### config.mk
export PLATFORM = sky130hd
export DESIGN_NAME = dtmf_tone_sequencer_flat
export DESIGN_NICKNAME = d
export VERILOG_FILES = /design/src/rtl/dtmf_tone_sequencer_if.sv /design/src/rtl/dtmf_tone_sequencer.sv /design/src/flat_wrapper.sv
export SDC_FILE = /design/constraint.sdc
export NUM_CORES = 1
export LEC_CHECK = 0
export BUFFER_PORTS_ARGS = -buffer_cell sky130_fd_sc_hd__buf_2
export CORE_UTILIZATION = 35
export DETAILED_ROUTE_END_ITERATION = 10
export PLACE_DENSITY_LB_ADDON = 0.08
export SLEW_MARGIN = 25
export SYNTH_ARGS = -nofsm -noshare
export SYNTH_HDL_FRONTEND = slang
export SYNTH_SLANG_ARGS = --single-unit
### constraint.sdc
create_clock -name clk_1m_in -period 3.05 [get_ports clk_1m_in]
set_input_delay 0.4575 -clock clk_1m_in [delete_from_list [all_inputs] [get_ports clk_1m_in]]
set_output_delay 0.4575 -clock clk_1m_in [all_outputs]
set_load 0.01 [all_outputs]
### src/rtl/dtmf_tone_sequencer_if.sv
// Dial request/response bundle between the Nios PIO and the DTMF tone sequencer.
// The PIO side (master) drives the key code, start and abort.
// The sequencer side (slave) returns the mixed tone level and the handshake status.
interface dtmf_tone_sequencer_if;
    logic [3:0] digit_in;
    logic       start;
    logic       abort;
    logic [1:0] tone_out;
    logic       tone_active;
    logic       ready;
    logic       done;

    modport master (
        output digit_in, start, abort,
        input  tone_out, tone_active, ready, done
    );

    modport slave (
        input  digit_in, start, abort,
        output tone_out, tone_active, ready, done
    );
endinterface

### src/rtl/dtmf_tone_sequencer.sv
// Plays one DTMF key: a row+column square-wave mix for TONE_MS, then silence for GAP_MS.
// Latency: burst starts the cycle after start; tone_out lags row_clks/col_clks by one cycle.
// Backpressure: start is only taken while ready=1; a start during a burst or gap is dropped.
module dtmf_tone_sequencer #(
    parameter int TICKS_PER_MS = 1000,
    parameter int TONE_MS      = 50,
    parameter int GAP_MS       = 50
) (
    input  logic                    clk_1m_in,
    input  logic                    reset_b,
    input  logic [3:0]              row_clks,
    input  logic [3:0]              col_clks,
    dtmf_tone_sequencer_if.slave    dial
);

    typedef enum logic [1:0] {
        IDLE = 2'd0,
        TONE = 2'd1,
        GAP  = 2'd2
    } state_t;

    localparam logic [9:0] TICK_LAST = 10'(TICKS_PER_MS - 1);
    localparam logic [7:0] TONE_LAST = 8'(TONE_MS - 1);
    localparam logic [7:0] GAP_LAST  = 8'(GAP_MS - 1);

    state_t     state;
    logic [9:0] tick_cnt;
    logic [7:0] ms_cnt;
    logic [1:0] row_sel;
    logic [1:0] col_sel;
    logic [1:0] tone_out_q;
    logic       tone_active_q;
    logic       ready_q;
    logic       done_q;

    logic [1:0] key_row;
    logic [1:0] key_col;
    logic       tick_last;
    logic [1:0] mix;

    assign tick_last = (tick_cnt == TICK_LAST);
    assign mix       = {1'b0, row_clks[row_sel]} + {1'b0, col_clks[col_sel]};

    // Standard telephone keypad layout: key code to (row, column) of the 4x4 grid.
    always_comb begin
        key_row = 2'd0;
        key_col = 2'd0;
        case (dial.digit_in)
            4'h1: begin key_row = 2'd0; key_col = 2'd0; end
            4'h2: begin key_row = 2'd0; key_col = 2'd1; end
            4'h3: begin key_row = 2'd0; key_col = 2'd2; end
            4'hA: begin key_row = 2'd0; key_col = 2'd3; end
            4'h4: begin key_row = 2'd1; key_col = 2'd0; end
            4'h5: begin key_row = 2'd1; key_col = 2'd1; end
            4'h6: begin key_row = 2'd1; key_col = 2'd2; end
            4'hB: begin key_row = 2'd1; key_col = 2'd3; end
            4'h7: begin key_row = 2'd2; key_col = 2'd0; end
            4'h8: begin key_row = 2'd2; key_col = 2'd1; end
            4'h9: begin key_row = 2'd2; key_col = 2'd2; end
            4'hC: begin key_row = 2'd2; key_col = 2'd3; end
            4'hE: begin key_row = 2'd3; key_col = 2'd0; end
            4'h0: begin key_row = 2'd3; key_col = 2'd1; end
            4'hF: begin key_row = 2'd3; key_col = 2'd2; end
            default: begin key_row = 2'd3; key_col = 2'd3; end
        endcase
    end

    // Burst/gap sequencer with registered outputs; abort overrides everything.
    always_ff @(posedge clk_1m_in or negedge reset_b) begin
        if (!reset_b) begin
            state         <= IDLE;
            tick_cnt      <= '0;
            ms_cnt        <= '0;
            row_sel       <= '0;
            col_sel       <= '0;
            tone_out_q    <= '0;
            tone_active_q <= 1'b0;
            ready_q       <= 1'b1;
            done_q        <= 1'b0;
        end else begin
            done_q <= 1'b0;
            if (dial.abort) begin
                state         <= IDLE;
                tick_cnt      <= '0;
                ms_cnt        <= '0;
                tone_out_q    <= '0;
                tone_active_q <= 1'b0;
                ready_q       <= 1'b1;
            end else begin
                case (state)
                    IDLE: begin
                        tone_out_q <= '0;
                        if (dial.start) begin
                            state         <= TONE;
                            row_sel       <= key_row;
                            col_sel       <= key_col;
                            tick_cnt      <= '0;
                            ms_cnt        <= '0;
                            tone_active_q <= 1'b1;
                            ready_q       <= 1'b0;
                        end
                    end
                    TONE: begin
                        if (tick_last && ms_cnt == TONE_LAST) begin
                            // Last tick of the burst: silence the output on the same edge.
                            state         <= GAP;
                            tick_cnt      <= '0;
                            ms_cnt        <= '0;
                            tone_out_q    <= '0;
                            tone_active_q <= 1'b0;
                        end else begin
                            tone_out_q <= mix;
                            if (tick_last) begin
                                tick_cnt <= '0;
                                ms_cnt   <= ms_cnt + 8'd1;
                            end else begin
                                tick_cnt <= tick_cnt + 10'd1;
                            end
                        end
                    end
                    GAP: begin
                        tone_out_q <= '0;
                        if (tick_last && ms_cnt == GAP_LAST) begin
                            state    <= IDLE;
                            tick_cnt <= '0;
                            ms_cnt   <= '0;
                            ready_q  <= 1'b1;
                            done_q   <= 1'b1;
                        end else if (tick_last) begin
                            tick_cnt <= '0;
                            ms_cnt   <= ms_cnt + 8'd1;
                        end else begin
                            tick_cnt <= tick_cnt + 10'd1;
                        end
                    end
                    default: begin
                        state         <= IDLE;
                        tone_out_q    <= '0;
                        tone_active_q <= 1'b0;
                        ready_q       <= 1'b1;
                    end
                endcase
            end
        end
    end

    assign dial.tone_out    = tone_out_q;
    assign dial.tone_active = tone_active_q;
    assign dial.ready       = ready_q;
    assign dial.done        = done_q;

endmodule

### src/flat_wrapper.sv
// flat-port wrapper written by rule: the top's interface ports become plain ports
module dtmf_tone_sequencer_flat 
#(
    parameter int TICKS_PER_MS = 1000,
    parameter int TONE_MS      = 50,
    parameter int GAP_MS       = 50
)
  (clk_1m_in, reset_b, row_clks, col_clks, dial_digit_in, dial_start, dial_abort, dial_tone_out, dial_tone_active, dial_ready, dial_done);
  dtmf_tone_sequencer_if dial_i ();
  input  logic clk_1m_in;
  input  logic reset_b;
  input  logic [3:0] row_clks;
  input  logic [3:0] col_clks;
  input wire logic [$bits(dial_i.digit_in)-1:0] dial_digit_in;
  input wire logic [$bits(dial_i.start)-1:0] dial_start;
  input wire logic [$bits(dial_i.abort)-1:0] dial_abort;
  output wire logic [$bits(dial_i.tone_out)-1:0] dial_tone_out;
  output wire logic [$bits(dial_i.tone_active)-1:0] dial_tone_active;
  output wire logic [$bits(dial_i.ready)-1:0] dial_ready;
  output wire logic [$bits(dial_i.done)-1:0] dial_done;
  assign dial_i.digit_in = dial_digit_in;
  assign dial_i.start = dial_start;
  assign dial_i.abort = dial_abort;
  assign dial_tone_out = dial_i.tone_out;
  assign dial_tone_active = dial_i.tone_active;
  assign dial_ready = dial_i.ready;
  assign dial_done = dial_i.done;
  dtmf_tone_sequencer #(.TICKS_PER_MS(TICKS_PER_MS), .TONE_MS(TONE_MS), .GAP_MS(GAP_MS)) u_core (.clk_1m_in(clk_1m_in), .reset_b(reset_b), .row_clks(row_clks), .col_clks(col_clks), .dial(dial_i));
endmodule
=== Word-level counts from Yosys, hierarchy flattened ===
Memories as Yosys holds them, arrays and structs flattened. A register that Yosys moved wholly into a read port is not among the register bits.
Cells that the tools add are included.

* Flip-flop bits (word level): 25
* ROM bits: 64
* Input port bits: 16
* Output and inout port bits: 5
* Logic and storage cells: 68
* Memories: 1

* Add/sub/neg operators: 3
* Magnitude comparators: 2
* Equality and inequality tests: 10
* Muxes and demuxes: 33
* Bitwise operators: 1
* Reductions and logical operators: 11

{| class="wikitable"
|+ Memories
! memory !! words !! bits a word !! read ports !! clocked after Yosys merged registers in !! wr ports !! RTL line !! RTL
|-
| (no name shown) || 16 || 4 || 1 || 1 || 0 || dtmf_tone_sequencer.sv:48 || <nowiki>case (dial.digit_in)</nowiki>
|}

{| class="wikitable"
|+ Operators by type and width
! operator !! count
|-
| 2-to-1 mux 10 bit || 4
|-
| 2-to-1 mux 8 bit || 4
|-
| case mux 10 bit (2 select lines) || 1
|-
| case mux 8 bit (2 select lines) || 1
|-
| AND reduction 3 bit || 5
|-
| 2-to-1 mux 2 bit || 7
|-
| 2-to-1 mux 1 bit || 11
|-
| adder 10 x 1 -> 10 bit (second input constant) || 1
|-
| equality test 10 bit (second input constant) || 1
|-
| adder 8 x 1 -> 8 bit (second input constant) || 1
|-
| equality test 8 x 6 -> 1 bit (second input constant) || 1
|-
| less-than comparator 2 x 3 -> 1 bit (second input constant) || 2
|-
| inequality test 3 x 2 -> 1 bit (second input constant) || 2
|-
| case mux 1 bit (3 select lines) || 2
|-
| case mux 2 bit (3 select lines) || 1
|-
| binary-select mux 1 bit (select 2 bit) || 2
|-
| inequality test 2 bit (second input constant) || 2
|-
| inequality test 4 x 1 -> 1 bit (second input constant) || 1
|-
| inequality test 3 bit (second input constant) || 1
|-
| nonzero test 3 bit || 1
|-
| adder 1 x 1 -> 2 bit || 1
|-
| equality test 2 x 1 -> 1 bit (second input constant) || 1
|-
| equality test 2 bit (second input constant) || 1
|-
| logical NOT 2 bit || 1
|-
| 5 further kinds || 5
|}

=== Depth between registers and ports, before layout ===
* Depth after elaboration: 6
* Depth in mapped cells: 7
* Gate-level depth less buffers: 7

=== Least setup slack after synthesis ===
Ideal clock, no wire load.

* Path kind: register to register
* From: register u_core.state[0]
* To: register u_core.tick_cnt[4]
* Setup time: 0.124 ns
* Data arrival time: 1.626 ns
* Required time: 2.926 ns
* Path slack: 1.300 ns
* Cell stages (with the launch flop): 8
* Path buffers: 0
* Cells stage by stage: dfrtp_1 -> inv_1 -> ha_1 -> mux2_2 -> or2_2 -> nand4_1 -> xor2_1 -> nor2_1

* Word-level cells in the longest chain between the ends: 4
* Elaborated cells between the ends (all ways): 9
* Those cells by class: 3 x eq/ne; 2 x mux; 4 x reduce/logical

{| class="wikitable"
|+ RTL lines
! element !! RTL line !! RTL
|-
| start: declaration || dtmf_tone_sequencer.sv:26 || <nowiki>state_t state;</nowiki>
|-
| start signal: assignment || dtmf_tone_sequencer.sv:71 || <nowiki>state <= IDLE;</nowiki>
|-
| start signal: assignment || dtmf_tone_sequencer.sv:83 || <nowiki>state <= IDLE;</nowiki>
|-
| start signal: assignment || dtmf_tone_sequencer.sv:94 || <nowiki>state <= TONE;</nowiki>
|-
| equality test 2 x 1 -> 1 bit / equality test 2 bit (equally long branches) || dtmf_tone_sequencer.sv:90 || <nowiki>case (state)</nowiki>
|-
| OR reduction 2 bit (no line) || -- ||
|-
| case mux 10 bit (2 select lines) / nonzero test 3 bit (equally long branches) || -- ||
|-
| 2-to-1 mux 10 bit / AND reduction 2 bit (equally long branches) || -- ||
|-
| end signal: assignment || dtmf_tone_sequencer.sv:117 || <nowiki>tick_cnt <= tick_cnt + 10'd1;</nowiki>
|-
| end signal: assignment || dtmf_tone_sequencer.sv:133 || <nowiki>tick_cnt <= tick_cnt + 10'd1;</nowiki>
|-
| end: declaration || dtmf_tone_sequencer.sv:27 || <nowiki>logic [9:0] tick_cnt;</nowiki>
|}

Parallel ways exist; a longest one is shown, timed or not.
A chain may end at the register's enable or synchronous reset.

=== Final worst setup path ===
* From: register u_core.state[0]
* To: register u_core.ms_cnt[2]

* Word-level cells in the longest chain between the ends: 4
* Elaborated cells between the ends (all ways): 10
* Those cells by class: 4 x eq/ne; 2 x mux; 4 x reduce/logical

{| class="wikitable"
|+ RTL lines
! element !! RTL line !! RTL
|-
| equality test 2 x 1 -> 1 bit / equality test 2 bit (equally long branches) || dtmf_tone_sequencer.sv:90 ||
|-
| OR reduction 2 bit (no line) || -- ||
|-
| inequality test 4 x 1 -> 1 bit (no line), or another cell as far along || -- ||
|-
| AND reduction 3 bit (no line) / 2-to-1 mux 8 bit (equally long branches) || -- ||
|-
| end signal: assignment || dtmf_tone_sequencer.sv:115 || <nowiki>ms_cnt <= ms_cnt + 8'd1;</nowiki>
|-
| end signal: assignment || dtmf_tone_sequencer.sv:131 || <nowiki>ms_cnt <= ms_cnt + 8'd1;</nowiki>
|-
| end: declaration || dtmf_tone_sequencer.sv:28 || <nowiki>logic [7:0] ms_cnt;</nowiki>
|}

Parallel ways exist; a longest one is shown, timed or not.

==> run summary <==
• reg2reg — kind of critical path
• 2 — CTS Buffer Depth
• 3596 um — Total Wirelength
• 0 — cts repair resizes
• 6 — cells on worst reg2reg path
• 0 ns — setup total negative slack
• 0.3648 — starting density of the core
• complete, no violations — outcome
• 0 — count of antenna-violating nets left after detailed routing
• 6044 um — first-pass GRT wire length
• 25 — Site Rows
• 0.0002937 V — Peak VDD IR
• 9.164 um^2 — mean instance size in the synthesized netlist
• 72.16 um — chip width
• 0 — final number of setup-violating endpoints
• sky130_fd_sc_hd__dfrtp_1 (41%), sky130_fd_sc_hd__ha_1 (5.8%), sky130_fd_sc_hd__nand2_1 (5.7%) — largest cells by area after synthesis
• sky130_fd_sc_hd__dfrtp_1 — ys flop type
• 16.78% — P&R area growth vs syn
• 0.6417 ns — Least-Margin Pin Slew
• 1331 — vias in the first global route
• 1.000 — fraction of registers with async set or reset after synthesis
• 236 — Final Net Count
• 29 — post-synthesis register bit count
• 0 — max-slew violation total from the final report
• 0 — post-CTS setup buffer count
• 838.2 uW — cell-internal power
• 0.07 ns — clock-pin slew of the registers on the worst-case setup and hold paths
• 1.08 ns — worst reg-to-reg setup slack
• 0.400 — sequential cell fraction of total power
• 726.9 um^2 — Reg area
• 5.125 — number of vias per cell after detailed routing
• 41 — Unique masters post-synth
• 0.1878 — fraction of final layout cells with drive strength greater than 1
• 80 — iteration-0 DRC count of the detailed router
• 5 — number of buffers created by CTS
• 0.7744 — routability cong.
• 12.84 um — DR WL/cell
• yes — clock tree from TritonCTS
• 1.966 ns — Tmin final
• 20 — # port buffers
• 0 — count of yosys warnings during synthesis
• 0.248 — Logic pwr share
• 0.28 ns — clock latency of the later-clocked register in the worst-skew pair
• 0 — antenna fix cells
• 1.093 ns — setup slack at placement
• 21 — top-level I/O count
• 7 — largest fanout on the critical path
• 0.351 — clock network fraction of total power
• 0 — remaining routing DRC violations
• 72.16 um — Die Height
• 0 — total grt overflow
• 1.084 ns — worst setup slack after layout
• sky130_fd_sc_hd__dfrtp_1 — most common cell after layout, fill and taps aside
• 2.16 ns — Arr. time, crit path
• 0 — number of buffers added to fix hold violations after cts
• 3.25 ns — data required time at the worst endpoint
• 0.6445 — final period utilization
• 445 — filler cell count
• sky130_fd_sc_hd__clkbuf_8 — library cell used as clock root buffer
• 0.2922 — switching share of power
• 0.5722 — max_slew headroom
• u_core.ms_cnt[2] — Worst R2R End
• 0.0009231 uW — LEAKAGE
• 0 — number of endpoints with negative hold slack in the final report
• 30 — largest net degree at the start of global routing
• no — RSZ-0062 raised after global routing
• 29 — CTS Sinks
• 346.0 uW — net switching power of the design
• 0.005137 ns — clock skew after layout
• 1435 — count of vias placed by the detailed router
• 588.6 nW/um^2 — power density normalized to cell area
• 0.4219 — proportion of synthesized chip area in sequential cells
• 212 — post-synthesis net count
• in2async — class of the most critical hold timing path
• 1723 um^2 — post-synthesis instance area
• 5207 um^2 — die area
• flip-flop — Setup crit end kind
• 508.7 MHz — Fmax achieved
• 4 — DRT Pass-1 Iters
• 2741 um — Post-DP HPWL
• sky130_fd_sc_hd__dfrtp_1 (28), sky130_fd_sc_hd__nand2_1 (26), sky130_fd_sc_hd__buf_2 (20), sky130_fd_sc_hd__nor2_1 (18), sky130_fd_sc_hd__o21ai_0 (13) — most frequent cells in the layout
• sky130_fd_sc_hd__dfrtp_1 — cell type with the largest total area after synthesis
• flip-flop — launching element type of the critical path
• 2 — maximum level of the CTS H-tree
• 4723 um^2 — Core Region
• 0 — Post-synth EDFFs
• 0 — Max Cap Viol
• 188 — cells after synthesis
• 962.2 um^2 — multi-input logic area
• 0.1535 — Total Routing Usage GR
• u_core.state[0] — launch instance of the worst register-to-register path
• 0 — initial antenna violation count
• 0.4067 — fraction of post-synthesis cell area in the top cell type by area
[stage by stage]
step | hold WS (ns) | cells | total power, uW | cell area (um^2) | utilization
finish | 0.1955 | 280 | 1184 | 2012 | 0.4260
global route | 0.2550 | 280 | 1267 | 2012 | 0.4260
CTS | 0.2263 | 280 | 1200 | 2012 | 0.4260
detailed placement | 0.4713 | 272 | 781.6 | 1896 | 0.4013
global placement | 0.4595 | 272 | 773.0 | 1896 | 0.4013
floorplan | 0.1619 | 188 | 691.7 | 1723 | -
[cell usage after synthesis (all sizes together) (3+ instances only)]
cell,instances
or3b,3
nor2b,3
ha,8
inv,6
nand3,12
clkbuf,3
a21oi,8
nand2b,5
and2,3
nor4,3
a22oi,4
o31ai,3
nand4,3
or3,3
mux2i,3
and3,3
nand2,26
dfrtp,28
o21ai,13
nor2,18
nor3,3
xor2,6
[critical path, cell delays in order, from the launching register on]
cell and delay, ns:
sky130_fd_sc_hd__dfrtp_1 0.38, sky130_fd_sc_hd__inv_1 0.12, sky130_fd_sc_hd__ha_1 0.23, sky130_fd_sc_hd__mux2_2 0.38, sky130_fd_sc_hd__a21oi_1 0.50, sky130_fd_sc_hd__o21ai_0 0.18
sky130_fd_sc_hd__o21ai_0 0.10
[logic make-up (layout without fill, tap and decap cells)]
| group | count (synthesis) | in the layout | synth area share |
|---|---|---|---|
| fa+ha+maj | 8 | 8 | 0.05810 |
| simple gates | 90 | 90 | 0.2709 |
| xor+xnor | 6 | 6 | 0.03050 |
| mux | 7 | 7 | 0.05664 |
| compound gates | 39 | 39 | 0.1423 |
| buf+inv | 9 | 34 | 0.01961 |
| flops | 29 | 29 | 0.4219 |
[power groups by stage]
stage | clock, uW | combinational [uW] | sequential (uW)
6_report | 416 | 294 | 474
5_1_grt | 441 | 342 | 484
3_3_place_gp | 0 | 291 | 482
3_5_place_dp | 0 | 298 | 484
4_1_cts | 425 | 299 | 476
2_1_floorplan | 0 | 206 | 486
[cell type report]
cell class / instances / area share
Multi-Input combinational cell: 150 / 0.4782
Sequential cell: 29 / 0.3613
Timing Repair Buffer: 20 / 0.04975
Clock buffer: 7 / 0.04291
Tap cell: 67 / 0.04167
Clock inverter: 1 / 0.01493
Inverter: 6 / 0.01119
[flip-flops by register name, summed over array words and instances, names as in the netlist]
signal	flops
u_core.state	2
u_core.dial.tone_out	2
u_core.dial.tone_active	1
u_core.tick_cnt	10
u_core.row_sel	2
u_core.ms_cnt	8
u_core.dial.done	1
u_core.dial.ready	1
u_core.col_sel	2
[metal layers]
layer  up-vias  share of wire  GRT usage
li1        722              -          -
met1       688           0.48     0.1986
met2        20           0.47     0.2420
met3         5          0.036    0.04583
met4         0          0.014    0.05882
met5         -              0          0
[worst max-delay path by stage]
stage                                  start                       to  slack [ns]  depth (start not counted)
final                        u_core.state[0]         u_core.ms_cnt[2]        1.08                          6
after global routing         u_core.state[0]         u_core.ms_cnt[4]        0.93                          6
after CTS                    u_core.state[0]         u_core.ms_cnt[2]        1.07                          6
after detailed placement     u_core.state[0]         u_core.ms_cnt[2]        1.09                          6
after global placement    u_core.tick_cnt[3]  u_core.dial.tone_active        1.12                          4
after floorplan              u_core.state[0]       u_core.tick_cnt[4]        1.30                          7
Power figures use the tool's default switching activity.
